--- config.mk ---
export PLATFORM = sky130hd
export DESIGN_NAME = toggle_to_pulse
export DESIGN_NICKNAME = d
export VERILOG_FILES = /design/src/rtl/toggle_to_pulse.sv
export SDC_FILE = /design/constraint.sdc
export NUM_CORES = 1
export LEC_CHECK = 0
export ABC_AREA = 1
export CORE_ASPECT_RATIO = 1.1
export CORE_MARGIN = 10
export CORE_UTILIZATION = 43
export DETAILED_ROUTE_END_ITERATION = 8
export PLACE_DENSITY_LB_ADDON = 0.2
export SLEW_MARGIN = 20
export SYNTH_ARGS = -nofsm -noshare
export SYNTH_HDL_FRONTEND = slang
export SYNTH_SLANG_ARGS = --single-unit
--- constraint.sdc ---
create_clock -name i_clk -period 1.1 [get_ports i_clk]
set_input_delay 0.22 -clock i_clk [delete_from_list [all_inputs] [get_ports i_clk]]
set_output_delay 0.22 -clock i_clk [all_outputs]
set_load 0.01 [all_outputs]
--- src/rtl/toggle_to_pulse.sv ---
//------------------------------------------------------------------------------
// Module      : toggle_to_pulse
// Description : Receive end of a pulse-to-toggle event link. Synchronises a
//               level toggle, primes after reset, and emits one pulse per
//               accepted transition with pending/overrun flags and a counter.
// Revision    : 1.0 - initial release
//------------------------------------------------------------------------------
`default_nettype none

module toggle_to_pulse #(
    parameter int SYNC_STAGES = 2,
    parameter int COUNT_WIDTH = 8
) (
    input  logic                   i_clk,
    input  logic                   i_reset,
    input  logic                   i_ena,
    input  logic                   i_toggle,
    input  logic                   i_ack,
    input  logic                   i_clear,
    output logic                   o_pulse,
    output logic                   o_pending,
    output logic                   o_overrun,
    output logic [COUNT_WIDTH-1:0] o_count,
    output logic                   o_armed
);

    localparam int                   c_PRIME_W    = $clog2(SYNC_STAGES + 1);
    localparam logic [c_PRIME_W-1:0] c_PRIME_LAST = c_PRIME_W'(SYNC_STAGES);
    localparam logic [c_PRIME_W-1:0] c_PRIME_ONE  = c_PRIME_W'(1);
    localparam logic [COUNT_WIDTH-1:0] c_COUNT_ONE = COUNT_WIDTH'(1);

    localparam logic [0:0] c_ST_PRIME = 1'b0;
    localparam logic [0:0] c_ST_RUN   = 1'b1;

    logic [SYNC_STAGES-1:0] r_sync;
    logic                   r_last;
    logic [c_PRIME_W-1:0]   r_prime_cnt;
    logic [0:0]             r_state;
    logic [0:0]             w_state_nxt;
    logic                   w_sync_out;
    logic                   w_edge;
    logic                   w_acc;

    logic                   r_pulse;
    logic                   r_pending;
    logic                   r_overrun;
    logic [COUNT_WIDTH-1:0] r_count;
    logic                   r_armed;

    assign w_sync_out = r_sync[SYNC_STAGES-1];
    assign w_edge     = w_sync_out ^ r_last;

    // Synchroniser and last-value flop track the line in every state so the
    // settled level is already held in r_last when priming finishes.
    always_ff @(posedge i_clk or posedge i_reset) begin
        if (i_reset) begin
            r_sync <= '0;
            r_last <= 1'b0;
        end else begin
            r_sync <= {r_sync[SYNC_STAGES-2:0], i_toggle};
            r_last <= w_sync_out;
        end
    end

    always_ff @(posedge i_clk or posedge i_reset) begin
        if (i_reset) begin
            r_state     <= c_ST_PRIME;
            r_prime_cnt <= '0;
        end else begin
            r_state <= w_state_nxt;
            if (r_state == c_ST_PRIME && r_prime_cnt != c_PRIME_LAST) begin
                r_prime_cnt <= r_prime_cnt + c_PRIME_ONE;
            end
        end
    end

    always_comb begin
        w_state_nxt = r_state;
        w_acc       = 1'b0;
        case (r_state)
            c_ST_PRIME: begin
                if (r_prime_cnt == c_PRIME_LAST) begin
                    w_state_nxt = c_ST_RUN;
                end
            end
            c_ST_RUN: begin
                w_acc = w_edge & i_ena;
            end
            default: begin
                w_state_nxt = c_ST_PRIME;
            end
        endcase
    end

    // A new event outranks a same-cycle acknowledge, and a set of the sticky
    // overrun flag outranks a same-cycle clear.
    always_ff @(posedge i_clk or posedge i_reset) begin
        if (i_reset) begin
            r_pulse   <= 1'b0;
            r_pending <= 1'b0;
            r_overrun <= 1'b0;
            r_count   <= '0;
            r_armed   <= 1'b0;
        end else begin
            r_pulse <= w_acc;
            r_armed <= (r_state == c_ST_RUN);

            if (w_acc) begin
                r_pending <= 1'b1;
            end else if (i_ack) begin
                r_pending <= 1'b0;
            end

            if (w_acc && r_pending && !i_ack) begin
                r_overrun <= 1'b1;
            end else if (i_clear) begin
                r_overrun <= 1'b0;
            end

            if (i_clear) begin
                r_count <= w_acc ? c_COUNT_ONE : '0;
            end else if (w_acc) begin
                r_count <= r_count + c_COUNT_ONE;
            end
        end
    end

    assign o_pulse   = r_pulse;
    assign o_pending = r_pending;
    assign o_overrun = r_overrun;
    assign o_count   = r_count;
    assign o_armed   = r_armed;

endmodule

`default_nettype wire
==> impl_table.tex, run 1 <==
\begin{tabular}{lr}
\hline
Metric & Value \\
\hline
\multicolumn{2}{l}{\textbf{Clocking}} \\
\quad CTS Root Cell & sky130\_fd\_sc\_hd\_\_clkbuf\_4 \\
\quad Clk sinks & 18 \\
\quad Clock tree from TritonCTS & yes \\
\quad CTS Buf Count & 3 \\
\quad Clock transition at the register clock pins on the worst setup and hold paths after CTS & 0.11 ns \\
\quad Clock H-tree levels & 1 \\
\quad Worst-case clock buffer depth & 2 \\
\quad Skew-Pair Late Insertion Delay & 0.29 ns \\
\multicolumn{2}{l}{\textbf{GRT}} \\
\quad First-pass GRT wire length & 3420 µm \\
\quad Total grt overflow & 0 \\
\quad Vias in the first global route & 799 \\
\quad GR Util met2 & 17.8\% \\
\quad Total routing usage reported by global routing & 10.1\% \\
\quad Number of antenna violations at the first check in global routing & 0 \\
\quad Most Crowded Layer GR & met2 \\
\quad Fraction of met1 tracks used by global routing & 11.5\% \\
\quad Grt met3 use & 2.34\% \\
\quad Largest net degree at the start of global routing & 19 \\
\multicolumn{2}{l}{\textbf{Synthesis}} \\
\quad Parity-gate share of the synthesized area counting xor and xnor cells & 1.03\% \\
\quad Synthesized Nets & 102 \\
\quad Number of enable-type register cells in the synthesized netlist & 0 \\
\quad Adder-Cell Fraction of Synth Area & 2.95\% \\
\quad Register area share after synthesis & 53.0\% \\
\quad Fraction of synthesized cell area taken by the top area cell type & 53.0\% \\
\quad Post-synth ARST share & 100\% \\
\quad Primary FF master, synth & sky130\_fd\_sc\_hd\_\_dfrtp\_1 \\
\quad Post-synthesis instance total & 94 \\
\quad Combinational family with the most area after synthesis & simple AND/OR/NAND/NOR gates \\
\quad Top-count cell post-synth & sky130\_fd\_sc\_hd\_\_nand2\_1 \\
\quad Flip-flop and latch count after synthesis & 18 \\
\quad Count of warnings emitted by yosys & 0 \\
\quad Post-synthesis cell area & 850 µm² \\
\quad Cell variety after synth & 19 \\
\quad Top post-synthesis cells by area & sky130\_fd\_sc\_hd\_\_dfrtp\_1 (53\%), sky130\_fd\_sc\_hd\_\_nand2\_1 (11\%), sky130\_fd\_sc\_hd\_\_inv\_1 (5.3\%), sky130\_fd\_sc\_hd\_\_nand4\_1 (3.7\%), sky130\_fd\_sc\_hd\_\_nand3\_1 (3.5\%) \\
\quad Library cell occupying the most area in the post-synthesis netlist & sky130\_fd\_sc\_hd\_\_dfrtp\_1 \\
\quad Fraction of the mapped netlist area in compound gates & 6.19\% \\
\quad Multiplexer share of the synthesized area & 0\% \\
\quad Synth top cells by count & sky130\_fd\_sc\_hd\_\_nand2\_1 (24), sky130\_fd\_sc\_hd\_\_dfrtp\_1 (18), sky130\_fd\_sc\_hd\_\_inv\_1 (12), sky130\_fd\_sc\_hd\_\_nor2\_1 (7), sky130\_fd\_sc\_hd\_\_nand3\_1 (6) \\
\quad Mapped Avg Cell Area & 9.04 µm² \\
\quad Synthesized-area fraction occupied by and/or/nand/nor cells & 30.6\% \\
\multicolumn{2}{l}{\textbf{Routing}} \\
\quad Detailed-route wire length & 2270 µm \\
\quad Wire length per cell & 13.8 µm \\
\quad Residual antenna-violating net count after detailed routing & 0 \\
\quad Total via count after detailed routing & 799 \\
\quad Number of vias per cell after detailed routing & 4.87 \\
\quad Iter 0 DRT Violations & 18 \\
\quad DRC Markers & 0 \\
\quad Router iterations before antenna repair & 4 \\
\multicolumn{2}{l}{\textbf{STA}} \\
\quad Period utilization & 105\% \\
\quad Maximum clock frequency & 0.867 GHz \\
\quad Hold\_ws & 0.275 ns \\
\quad Setup TNS & -0.144 ns \\
\quad Post-route worst setup slack & -0.0532 ns \\
\quad Total count of hold-check failures in the final report & 0 \\
\quad Final worst path period need & 1.15 ns \\
\quad Slew headroom & 84.9\% \\
\quad Pins over their slew limit & 0 \\
\quad Measured slew at the worst slew-check pin & 0.226 ns \\
\quad Setup repair after global routing missed its margin & yes \\
\quad Setup violation total in the final timing report & 6 \\
\quad Worst clock skew on the final layout & 0.00371 ns \\
\multicolumn{2}{l}{\textbf{Flow run}} \\
\quad Max capacitance violation total & 0 \\
\multicolumn{2}{l}{\textbf{Finish}} \\
\quad Final design utilization & 70.7\% \\
\quad Antenna Cells & 0 \\
\quad Combined flip-flop and latch cell area & 452 µm² \\
\quad Number of filler instances in the final layout & 134 \\
\quad Final instance area & 1290 µm² \\
\quad Layout cells sized above 1 & 45.3\% \\
\quad Final Net Count & 146 \\
\quad Area growth from synthesis to layout & 51.7\% \\
\quad Area of the multi-input gates & 423 µm² \\
\multicolumn{2}{l}{\textbf{Critical path}} \\
\quad Crit path DAT & 1.34 ns \\
\quad Category of the most critical setup path & reg -> reg \\
\quad Required arrival time at the worst endpoint & 1.29 ns \\
\quad Worst-path maximum fanout & 5 \\
\quad Critical path capture point type & register \\
\quad Cells on worst reg2reg path & 6 \\
\quad R2R setup slack & -0.05 ns \\
\quad Sort of element at the start of the critical path & register \\
\multicolumn{2}{l}{\textbf{Power}} \\
\quad Combinational Power Share & 17.6\% \\
\quad PD cells & 1050 nW/µm² \\
\quad Peak supply drop & 0.000860 V \\
\quad Cell internal pwr & 1000 µW \\
\quad Portion of total power attributed to sequential cells & 51.9\% \\
\quad Net switching component of the power & 355 µW \\
\quad Fraction of power spent switching nets & 26.2\% \\
\quad Cell leakage power & 0.000644 µW \\
\quad Clock network fraction of design power & 30.5\% \\
\multicolumn{2}{l}{\textbf{Placed design}} \\
\quad PortBufs & 17 \\
\quad DP Worst Slack & -0.265 ns \\
\quad Post-detailed-placement half-perimeter wirelength & 1400 µm \\
\quad Final weighted congestion in routability-driven placement & 0.794 \\
\quad Cell area reported after detailed placement & 1150 µm² \\
\multicolumn{2}{l}{\textbf{Die}} \\
\quad Core area & 1820 µm² \\
\quad Number of I/O pins & 18 \\
\quad Horizontal die dimension & 62.4 µm \\
\quad Initial cell density of the core & 46.6\% \\
\quad Placement Rows & 16 \\
\quad Area enclosed by the die boundary & 4160 µm² \\
\quad Y dimension of the die & 66.6 µm \\
\multicolumn{2}{l}{\textbf{Worst hold path}} \\
\quad Worst Hold Class & in -> async \\
\multicolumn{2}{l}{\textbf{Run status}} \\
\quad Violated checks & negative setup slack \\
\quad Run status & finished with violations \\
\hline
\end{tabular}
[routing by layer]
layer,vias up,wire (µm)
li1,387,-
met1,383,980
met2,25,1160
met3,4,97
met4,0,23
met5,-,0
[power by group through the flow]
| stage | registers (µW) | clock network (µW) | logic, µW |
|---|---|---|---|
| 6_report | 704 | 414 | 239 |
| 5_1_grt | 707 | 466 | 263 |
| 4_1_cts | 700 | 427 | 192 |
| 3_5_place_dp | 712 | 0 | 190 |
| 3_3_place_gp | 712 | 0 | 188 |
| 2_1_floorplan | 723 | 0 | 83.0 |
[sequential cells by signal (all words and copies together), names as in the netlist]
register / cells
o_pulse: 1
o_pending: 1
r_sync: 2
o_armed: 1
r_prime_cnt: 2
o_count: 8
o_overrun: 1
r_state: 1
r_last: 1
[metrics by stage]
stage	cells	total power [µW]
2_1_floorplan	94	806
3_3_place_gp	149	900
3_5_place_dp	149	902
4_1_cts	158	1320
5_1_grt	164	1440
6_report	164	1360
[path summary, 6_finish.rpt]
| kind | from | to |
|---|---|---|
| worst max-delay path | o_count[1] | o_count[4] |
| worst min-delay path | i_reset | o_pending |
| worst max register to register | o_count[1] | o_count[4] |
| worst min register to register | r_sync[0] | r_sync[1] |
| max in group asynchronous | i_reset | o_count[0] |
| min in group i_clk | r_sync[0] | r_sync[1] |
[cells in the final DEF, fill, tap and decap left out, drive strengths merged]
master          n
nand3b          1
clkdlybuf4s50   5
buf            33
ha              2
o21ai           7
dfrtp          18
clkbuf          4
xor2            1
nand3           6
nor2           10
a21oi           2
nand4           5
nand2          28
clkinv          1
or2             1
inv            13
[area by class of cell]
class,count,area share [%]
clock buffers,4,2.82
flip-flops and latches,18,35.0
well taps,27,2.62
multi-input cells,63,32.8
inverters,14,4.27
repair buffers,38,22.4
[logic make-up after synthesis]
logic type / after synthesis
XOR/XNOR: 1
buffers and inverters: 14
adder cells (fa/ha/maj): 2
flip-flops: 18
AND/OR/NAND/NOR: 50
AO/OA/AOI/OAI: 9
[what timing repair did]
action | CTS | global route
pin swaps | 0 | 7
setup buffers | 5 | 5
endpoints found under the hold margin | 0 | 0
endpoints found under the setup margin | 14 | 13
resized for setup | 51 | 19
hold buffers | 0 | 0
cloned | 0 | 1
[worst max-delay path, stage by stage, from the launching register on]
cell	delay (ns)
sky130_fd_sc_hd__dfrtp_1	0.41
sky130_fd_sc_hd__buf_6	0.13
sky130_fd_sc_hd__ha_4	0.17
sky130_fd_sc_hd__nand2_1	0.10
sky130_fd_sc_hd__o21ai_1	0.07
sky130_fd_sc_hd__nand4_1	0.09
sky130_fd_sc_hd__o21ai_0	0.08
(Power assumes the default switching activity.)
==> run 2: changes to the inputs <==
--- a/config.mk
+++ b/config.mk
@@ -6,9 +6,10 @@
 export NUM_CORES = 1
 export LEC_CHECK = 0
 export ABC_AREA = 1
+export ABC_CLOCK_PERIOD_IN_PS = 1400
 export CORE_ASPECT_RATIO = 1.1
 export CORE_MARGIN = 10
-export CORE_UTILIZATION = 43
+export CORE_UTILIZATION = 52
 export DETAILED_ROUTE_END_ITERATION = 8
 export PLACE_DENSITY_LB_ADDON = 0.2
 export SLEW_MARGIN = 20
==> constraint.sdc (replaced) <==
create_clock -name i_clk -period 1.4 [get_ports i_clk]
set_input_delay 0.28 -clock i_clk [delete_from_list [all_inputs] [get_ports i_clk]]
set_output_delay 0.28 -clock i_clk [all_outputs]
set_load 0.01 [all_outputs]
==> run 2 against run 1 <==
The run now ends clean. Hold slack improved by 0.019 ns. Fmax decreased by 13%. Via count decreased by 9.8%. Die area decreased by 12%.
==> impl_table.tex, run 2 (synthesis results as in run 1) <==
\begin{tabular}{lr}
\hline
Metric & Value \\
\hline
\multicolumn{2}{l}{\textbf{GRT}} \\
\quad Number of antenna violations at the first check in global routing & 0 \\
\quad Total routing usage reported by global routing & 10.1\% \\
\quad Most Crowded Layer GR & met2 \\
\quad Largest net degree at the start of global routing & 19 \\
\quad Grt met3 use & 4.07\% \\
\quad Vias in the first global route & 696 \\
\quad Fraction of met1 tracks used by global routing & 12.1\% \\
\quad First-pass GRT wire length & 2990 µm \\
\quad GR Util met2 & 14.9\% \\
\quad Total grt overflow & 0 \\
\multicolumn{2}{l}{\textbf{Clocking}} \\
\quad CTS Buf Count & 3 \\
\quad Clock H-tree levels & 1 \\
\quad Worst-case clock buffer depth & 2 \\
\quad Clock tree from TritonCTS & yes \\
\quad Skew-Pair Late Insertion Delay & 0.28 ns \\
\quad CTS Root Cell & sky130\_fd\_sc\_hd\_\_clkbuf\_4 \\
\quad Clk sinks & 18 \\
\quad Total of hold buffers inserted after clock tree synthesis & 0 \\
\quad Clock transition at the register clock pins on the worst setup and hold paths after CTS & 0.10 ns \\
\multicolumn{2}{l}{\textbf{Critical path}} \\
\quad Worst-path maximum fanout & 5 \\
\quad Critical path capture point type & register \\
\quad Required arrival time at the worst endpoint & 1.59 ns \\
\quad Cells along the critical path & buf\_4, ha\_1, or2\_2, nand3\_1, o21ai\_2 \\
\quad Crit path buffers/inverters & 1 \\
\quad Category of the most critical setup path & reg -> reg \\
\quad Max stage delay cell, worst path & sky130\_fd\_sc\_hd\_\_dfrtp\_1 \\
\quad Sort of element at the start of the critical path & register \\
\quad Delay of the slowest critical-path stage & 0.40 ns \\
\quad Cell family with the largest share of critical-path delay & flip-flops \\
\quad Crit path DAT & 1.51 ns \\
\multicolumn{2}{l}{\textbf{Finish}} \\
\quad Most common cell after layout, fill and taps aside & sky130\_fd\_sc\_hd\_\_nand2\_1 \\
\quad Number of filler instances in the final layout & 131 \\
\quad Antenna Cells & 0 \\
\quad Flip-flop count of the largest register after layout & 8 \\
\quad Layout cells sized above 1 & 20.0\% \\
\quad Final Net Count & 134 \\
\quad Area growth from synthesis to layout & 33.9\% \\
\quad Final design utilization & 73.0\% \\
\quad Most used cells in the layout excluding fill and tap cells & sky130\_fd\_sc\_hd\_\_nand2\_1 (24), sky130\_fd\_sc\_hd\_\_dfrtp\_1 (18), sky130\_fd\_sc\_hd\_\_inv\_1 (12), sky130\_fd\_sc\_hd\_\_dlygate4sd2\_1 (12), sky130\_fd\_sc\_hd\_\_buf\_4 (10) \\
\multicolumn{2}{l}{\textbf{STA}} \\
\quad Setup repair after global routing missed its margin & no \\
\quad Measured slew at the worst slew-check pin & 0.230 ns \\
\quad Maximum clock frequency & 0.754 GHz \\
\quad Setup TNS & 0 ns \\
\quad Slew headroom & 84.6\% \\
\quad Setup violation total in the final timing report & 0 \\
\quad Final worst path period need & 1.33 ns \\
\quad Worst clock skew on the final layout & 0.000556 ns \\
\quad Period utilization & 94.7\% \\
\quad Pins over their slew limit & 0 \\
\quad Total count of hold-check failures in the final report & 0 \\
\multicolumn{2}{l}{\textbf{Routing}} \\
\quad Iter 0 DRT Violations & 9 \\
\quad Total via count after detailed routing & 721 \\
\quad DRC Markers & 0 \\
\quad Router iterations before antenna repair & 4 \\
\quad Number of vias per cell after detailed routing & 5.08 \\
\quad Detailed-route wire length & 1700 µm \\
\quad Wire length per cell & 12.0 µm \\
\quad Residual antenna-violating net count after detailed routing & 0 \\
\multicolumn{2}{l}{\textbf{Power}} \\
\quad Peak supply drop & 0.000530 V \\
\quad Fraction of power spent switching nets & 24.0\% \\
\quad Combinational Power Share & 13.7\% \\
\quad Portion of total power attributed to sequential cells & 54.9\% \\
\quad PD cells & 875 nW/µm² \\
\quad Net switching component of the power & 239 µW \\
\quad Cell leakage power & 0.000603 µW \\
\quad Clock network fraction of design power & 31.4\% \\
\quad Cell internal pwr & 757 µW \\
\multicolumn{2}{l}{\textbf{Die}} \\
\quad Placement Rows & 15 \\
\quad Core area & 1560 µm² \\
\quad Area enclosed by the die boundary & 3650 µm² \\
\quad Initial cell density of the core & 54.5\% \\
\quad Number of I/O pins & 18 \\
\quad Y dimension of the die & 62.4 µm \\
\quad Horizontal die dimension & 58.5 µm \\
\multicolumn{2}{l}{\textbf{Flow run}} \\
\quad Max capacitance violation total & 0 \\
\multicolumn{2}{l}{\textbf{Placed design}} \\
\quad Final weighted congestion in routability-driven placement & 0.786 \\
\quad Post-detailed-placement half-perimeter wirelength & 1280 µm \\
\quad PortBufs & 17 \\
\multicolumn{2}{l}{\textbf{Run status}} \\
\quad Run status & finished, final reports clean \\
\multicolumn{2}{l}{\textbf{Worst hold path}} \\
\quad Worst Hold Class & in -> async \\
\hline
\end{tabular}
run 2: changes by cell type in the layout (fill, tap and decap cells not counted), moves of 4 or more:
cell,change
sky130_fd_sc_hd__dlygate4sd2_1,+12
sky130_fd_sc_hd__nand2_1,+4
sky130_fd_sc_hd__buf_6,-5
sky130_fd_sc_hd__buf_4,-7
sky130_fd_sc_hd__buf_2,-11
sky130_fd_sc_hd__nor2_1,+4
run 2: power by group through the flow:
stage	sequential [µW]	combinational [µW]	clock, µW
floorplan	568	62.7	0
global placement	561	134	0
detailed placement	562	136	0
CTS	546	140	322
global route	549	154	350
finish	547	137	312
run 2: path summary, 6_finish.rpt:
kind	startpoint	endpoint	slack, ns	cells after the start
setup / recovery	o_count[0]	o_count[2]	0.07	5
hold / removal	i_reset	r_prime_cnt[0]	0.29	3
setup reg to reg	o_count[0]	o_count[2]	0.07	5
hold reg to reg	r_sync[0]	r_sync[1]	0.36	0
max in group asynchronous	i_reset	o_pending	0.92	3
min in group i_clk	r_sync[0]	r_sync[1]	0.36	0
run 2: layer usage:
layer	routed length [µm]	part of all wire, %	vias up
met4	43	2.5	0
met1	755	44	338
met5	0	0	-
met3	110	6.5	6
met2	787	46	15
li1	-	-	362
run 2: area by class of cell:
type	instances	area (µm²)	share of cell area, %
sequential	18	450	39.6
inverter	14	52.6	4.62
tap	17	21.3	1.87
timing repair buffer	27	230	20.2
multi-input combinational	62	347	30.5
clock buffer	4	36.3	3.19
run 2: through the flow:
step                power (µW)  setup slack (ns)  instances  hold slack (ns)  cell area (µm²)
floorplan                  630             0.189         94            0.219              850
global placement           695           0.00329        133            0.341             1080
detailed placement         698          -0.00831        133            0.341             1080
CTS                       1010            0.0773        142            0.292             1140
global route              1050            0.0322        142            0.293             1140
finish                     996            0.0735        142            0.293             1140
run 2: timing repair:
action	4_1_cts	5_1_grt
setup endpoints to repair	12	0
resized for setup	12	0
setup buffers	5	0
run 2: worst reg2reg max path, stage by stage, from the launching register on:
cell,delay [ns]
sky130_fd_sc_hd__dfrtp_1,0.40
sky130_fd_sc_hd__buf_4,0.15
sky130_fd_sc_hd__ha_1,0.24
sky130_fd_sc_hd__or2_2,0.28
sky130_fd_sc_hd__nand3_1,0.09
sky130_fd_sc_hd__o21ai_2,0.06
==> run 3: changes to the inputs <==
--- a/config.mk
+++ b/config.mk
@@ -6,10 +6,12 @@
 export NUM_CORES = 1
 export LEC_CHECK = 0
 export ABC_AREA = 1
-export ABC_CLOCK_PERIOD_IN_PS = 1400
+export ABC_CLOCK_PERIOD_IN_PS = 1500
 export CORE_ASPECT_RATIO = 1.1
 export CORE_MARGIN = 10
-export CORE_UTILIZATION = 52
+export CORE_UTILIZATION = 48
+export CTS_CLUSTER_DIAMETER = 100
+export CTS_CLUSTER_SIZE = 14
 export DETAILED_ROUTE_END_ITERATION = 8
 export PLACE_DENSITY_LB_ADDON = 0.2
 export SLEW_MARGIN = 20
==> constraint.sdc (replaced) <==
create_clock -name i_clk -period 1.5 [get_ports i_clk]
set_input_delay 0.3 -clock i_clk [delete_from_list [all_inputs] [get_ports i_clk]]
set_output_delay 0.3 -clock i_clk [all_outputs]
set_load 0.01 [all_outputs]
==> run 3 against run 2 <==
Critical path depth unchanged. Hold slack improved by 0.0016 ns. First-iteration DRC count increased to 2.7 times the previous value. Utilization decreased by 2.5 points. Final cell count decreased by 0.70%. Fmax increased by 0.76%. Clock power decreased by 3%. Clock skew increased by 0.0031 ns. Worst setup slack improved by 0.11 ns. Register-to-register slack improved by 0.11 ns. Critical path type unchanged. Critical endpoint unchanged. Largest power group unchanged. Highest routed layer unchanged.
==> impl_table.tex, run 3 (synthesis results as in run 1) <==
\begin{tabular}{lr}
\hline
Metric & Value \\
\hline
\multicolumn{2}{l}{\textbf{Placed design}} \\
\quad PortBufs & 17 \\
\quad Final weighted congestion in routability-driven placement & 0.823 \\
\quad Cell area reported after detailed placement & 1070 µm² \\
\quad DP Worst Slack & 0.0671 ns \\
\quad Post-detailed-placement half-perimeter wirelength & 1330 µm \\
\multicolumn{2}{l}{\textbf{Die}} \\
\quad Initial cell density of the core & 52.6\% \\
\quad Core area & 1610 µm² \\
\quad Horizontal die dimension & 60.1 µm \\
\quad Placement Rows & 15 \\
\quad Area enclosed by the die boundary & 3850 µm² \\
\quad Y dimension of the die & 64.1 µm \\
\quad Number of I/O pins & 18 \\
\multicolumn{2}{l}{\textbf{Clocking}} \\
\quad Worst-case clock buffer depth & 2 \\
\quad Clock H-tree levels & 1 \\
\quad Clock transition at the register clock pins on the worst setup and hold paths after CTS & 0.10 ns \\
\quad Clk sinks & 18 \\
\quad Skew-Pair Late Insertion Delay & 0.30 ns \\
\quad CTS Buf Count & 3 \\
\quad Total of hold buffers inserted after clock tree synthesis & 0 \\
\quad CTS Root Cell & sky130\_fd\_sc\_hd\_\_clkbuf\_4 \\
\quad Clock tree from TritonCTS & yes \\
\multicolumn{2}{l}{\textbf{Power}} \\
\quad Cell leakage power & 0.000611 µW \\
\quad Cell internal pwr & 706 µW \\
\quad Peak supply drop & 0.000644 V \\
\quad Clock network fraction of design power & 32.2\% \\
\quad Portion of total power attributed to sequential cells & 54.2\% \\
\quad Fraction of power spent switching nets & 24.9\% \\
\quad Net switching component of the power & 234 µW \\
\quad Combinational Power Share & 13.5\% \\
\quad PD cells & 827 nW/µm² \\
\multicolumn{2}{l}{\textbf{STA}} \\
\quad Setup violation total in the final timing report & 0 \\
\quad Worst clock skew on the final layout & 0.00362 ns \\
\quad Pins over their slew limit & 0 \\
\quad Setup repair after global routing missed its margin & no \\
\quad Measured slew at the worst slew-check pin & 0.227 ns \\
\quad Hold\_ws & 0.295 ns \\
\quad Final worst path period need & 1.32 ns \\
\quad Total count of hold-check failures in the final report & 0 \\
\quad Maximum clock frequency & 0.760 GHz \\
\quad Setup TNS & 0 ns \\
\quad Period utilization & 87.8\% \\
\quad Slew headroom & 84.9\% \\
\quad Post-route worst setup slack & 0.184 ns \\
\multicolumn{2}{l}{\textbf{GRT}} \\
\quad Largest net degree at the start of global routing & 19 \\
\quad Total grt overflow & 0 \\
\quad First-pass GRT wire length & 3170 µm \\
\quad Vias in the first global route & 727 \\
\quad Number of antenna violations at the first check in global routing & 0 \\
\quad Total routing usage reported by global routing & 10.4\% \\
\multicolumn{2}{l}{\textbf{Worst hold path}} \\
\quad Worst Hold Class & in -> async \\
\multicolumn{2}{l}{\textbf{Critical path}} \\
\quad Sort of element at the start of the critical path & register \\
\quad Crit path buffers/inverters & 1 \\
\quad Delay of the slowest critical-path stage & 0.39 ns \\
\quad Critical path capture point type & register \\
\quad Required arrival time at the worst endpoint & 1.71 ns \\
\quad Crit path DAT & 1.52 ns \\
\quad Cell family with the largest share of critical-path delay & flip-flops \\
\quad R2R setup slack & 0.18 ns \\
\quad Max stage delay cell, worst path & sky130\_fd\_sc\_hd\_\_dfrtp\_1 \\
\quad Cells along the critical path & buf\_4, ha\_1, or2\_2, nand3\_1, o21ai\_2 \\
\quad Category of the most critical setup path & reg -> reg \\
\quad Worst-path maximum fanout & 5 \\
\multicolumn{2}{l}{\textbf{Routing}} \\
\quad Wire length per cell & 12.8 µm \\
\quad Residual antenna-violating net count after detailed routing & 0 \\
\quad Total via count after detailed routing & 724 \\
\quad Iter 0 DRT Violations & 24 \\
\quad Number of vias per cell after detailed routing & 5.13 \\
\quad Router iterations before antenna repair & 4 \\
\quad Detailed-route wire length & 1810 µm \\
\quad DRC Markers & 0 \\
\multicolumn{2}{l}{\textbf{Run status}} \\
\quad Run status & finished, final reports clean \\
\multicolumn{2}{l}{\textbf{Finish}} \\
\quad Area growth from synthesis to layout & 33.9\% \\
\quad Final Net Count & 133 \\
\quad Most common cell after layout, fill and taps aside & sky130\_fd\_sc\_hd\_\_nand2\_1 \\
\quad Final design utilization & 70.5\% \\
\quad Antenna Cells & 0 \\
\quad Layout cells sized above 1 & 19.4\% \\
\quad Number of filler instances in the final layout & 139 \\
\quad Final instance area & 1140 µm² \\
\quad Flip-flop count of the largest register after layout & 8 \\
\quad Most used cells in the layout excluding fill and tap cells & sky130\_fd\_sc\_hd\_\_nand2\_1 (24), sky130\_fd\_sc\_hd\_\_dfrtp\_1 (18), sky130\_fd\_sc\_hd\_\_inv\_1 (12) \\
\multicolumn{2}{l}{\textbf{Flow run}} \\
\quad Max capacitance violation total & 0 \\
\hline
\end{tabular}
run 3: changes by cell type in the layout (fill, tap and decap cells not counted):
cell                             previous run  this run
sky130_fd_sc_hd__dlygate4sd2_1             12        10
sky130_fd_sc_hd__dlymetal6s2s_1             0         2
sky130_fd_sc_hd__buf_4                     10         9
run 3: timing repair:
| action | 4_1_cts | 5_1_grt |
|---|---|---|
| resized for setup | 10 | 2 |
| pin swaps | 0 | 0 |
| hold endpoints to repair | 0 | 0 |
| setup buffers | 5 | 0 |
| endpoints found under the setup margin | 10 | 2 |
run 3: path summary, 6_finish.rpt:
path,start,to,depth (start not counted)
max,o_count[0],o_count[2],5
max in group asynchronous,i_reset,o_overrun,3
min in group i_clk,r_sync[0],r_sync[1],0
min reg2reg,r_sync[0],r_sync[1],0
max reg2reg,o_count[0],o_count[2],5
min,i_reset,o_count[1],3
run 3: power groups by stage:
stage	Sequential (µW)	Clock, µW	Combinational [µW]
final	510	303	127
after global routing	512	338	141
after CTS	510	313	130
after detailed placement	524	0	125
after global placement	524	0	123
after floorplan	530	0	58.5
run 3: tightest hold or removal path: stages:
cell and delay [ns]:
sky130_fd_sc_hd__clkdlybuf4s50_1 0.39, sky130_fd_sc_hd__inv_1 0.05, sky130_fd_sc_hd__buf_4 0.24
run 3: metal layers:
layer  global-route usage, %  part of all wire (%)
met5                       0                     0
met4                    5.62                   2.0
met3                    2.57                   6.8
met2                    17.0                    52
met1                    11.9                    39
run 3: through the flow:
stage / std cells / power [µW]
2_1_floorplan: 94 / 588
3_3_place_gp: 132 / 647
3_5_place_dp: 132 / 650
4_1_cts: 141 / 953
5_1_grt: 141 / 991
6_report: 141 / 940
run 3: cell type report:
type	count	area, µm²	area share, %
multi-input combinational	62	347	30.5
timing repair buffer	26	230	20.2
tap	17	21.3	1.87
inverter	14	52.6	4.62
sequential	18	450	39.6
clock buffer	4	36.3	3.19
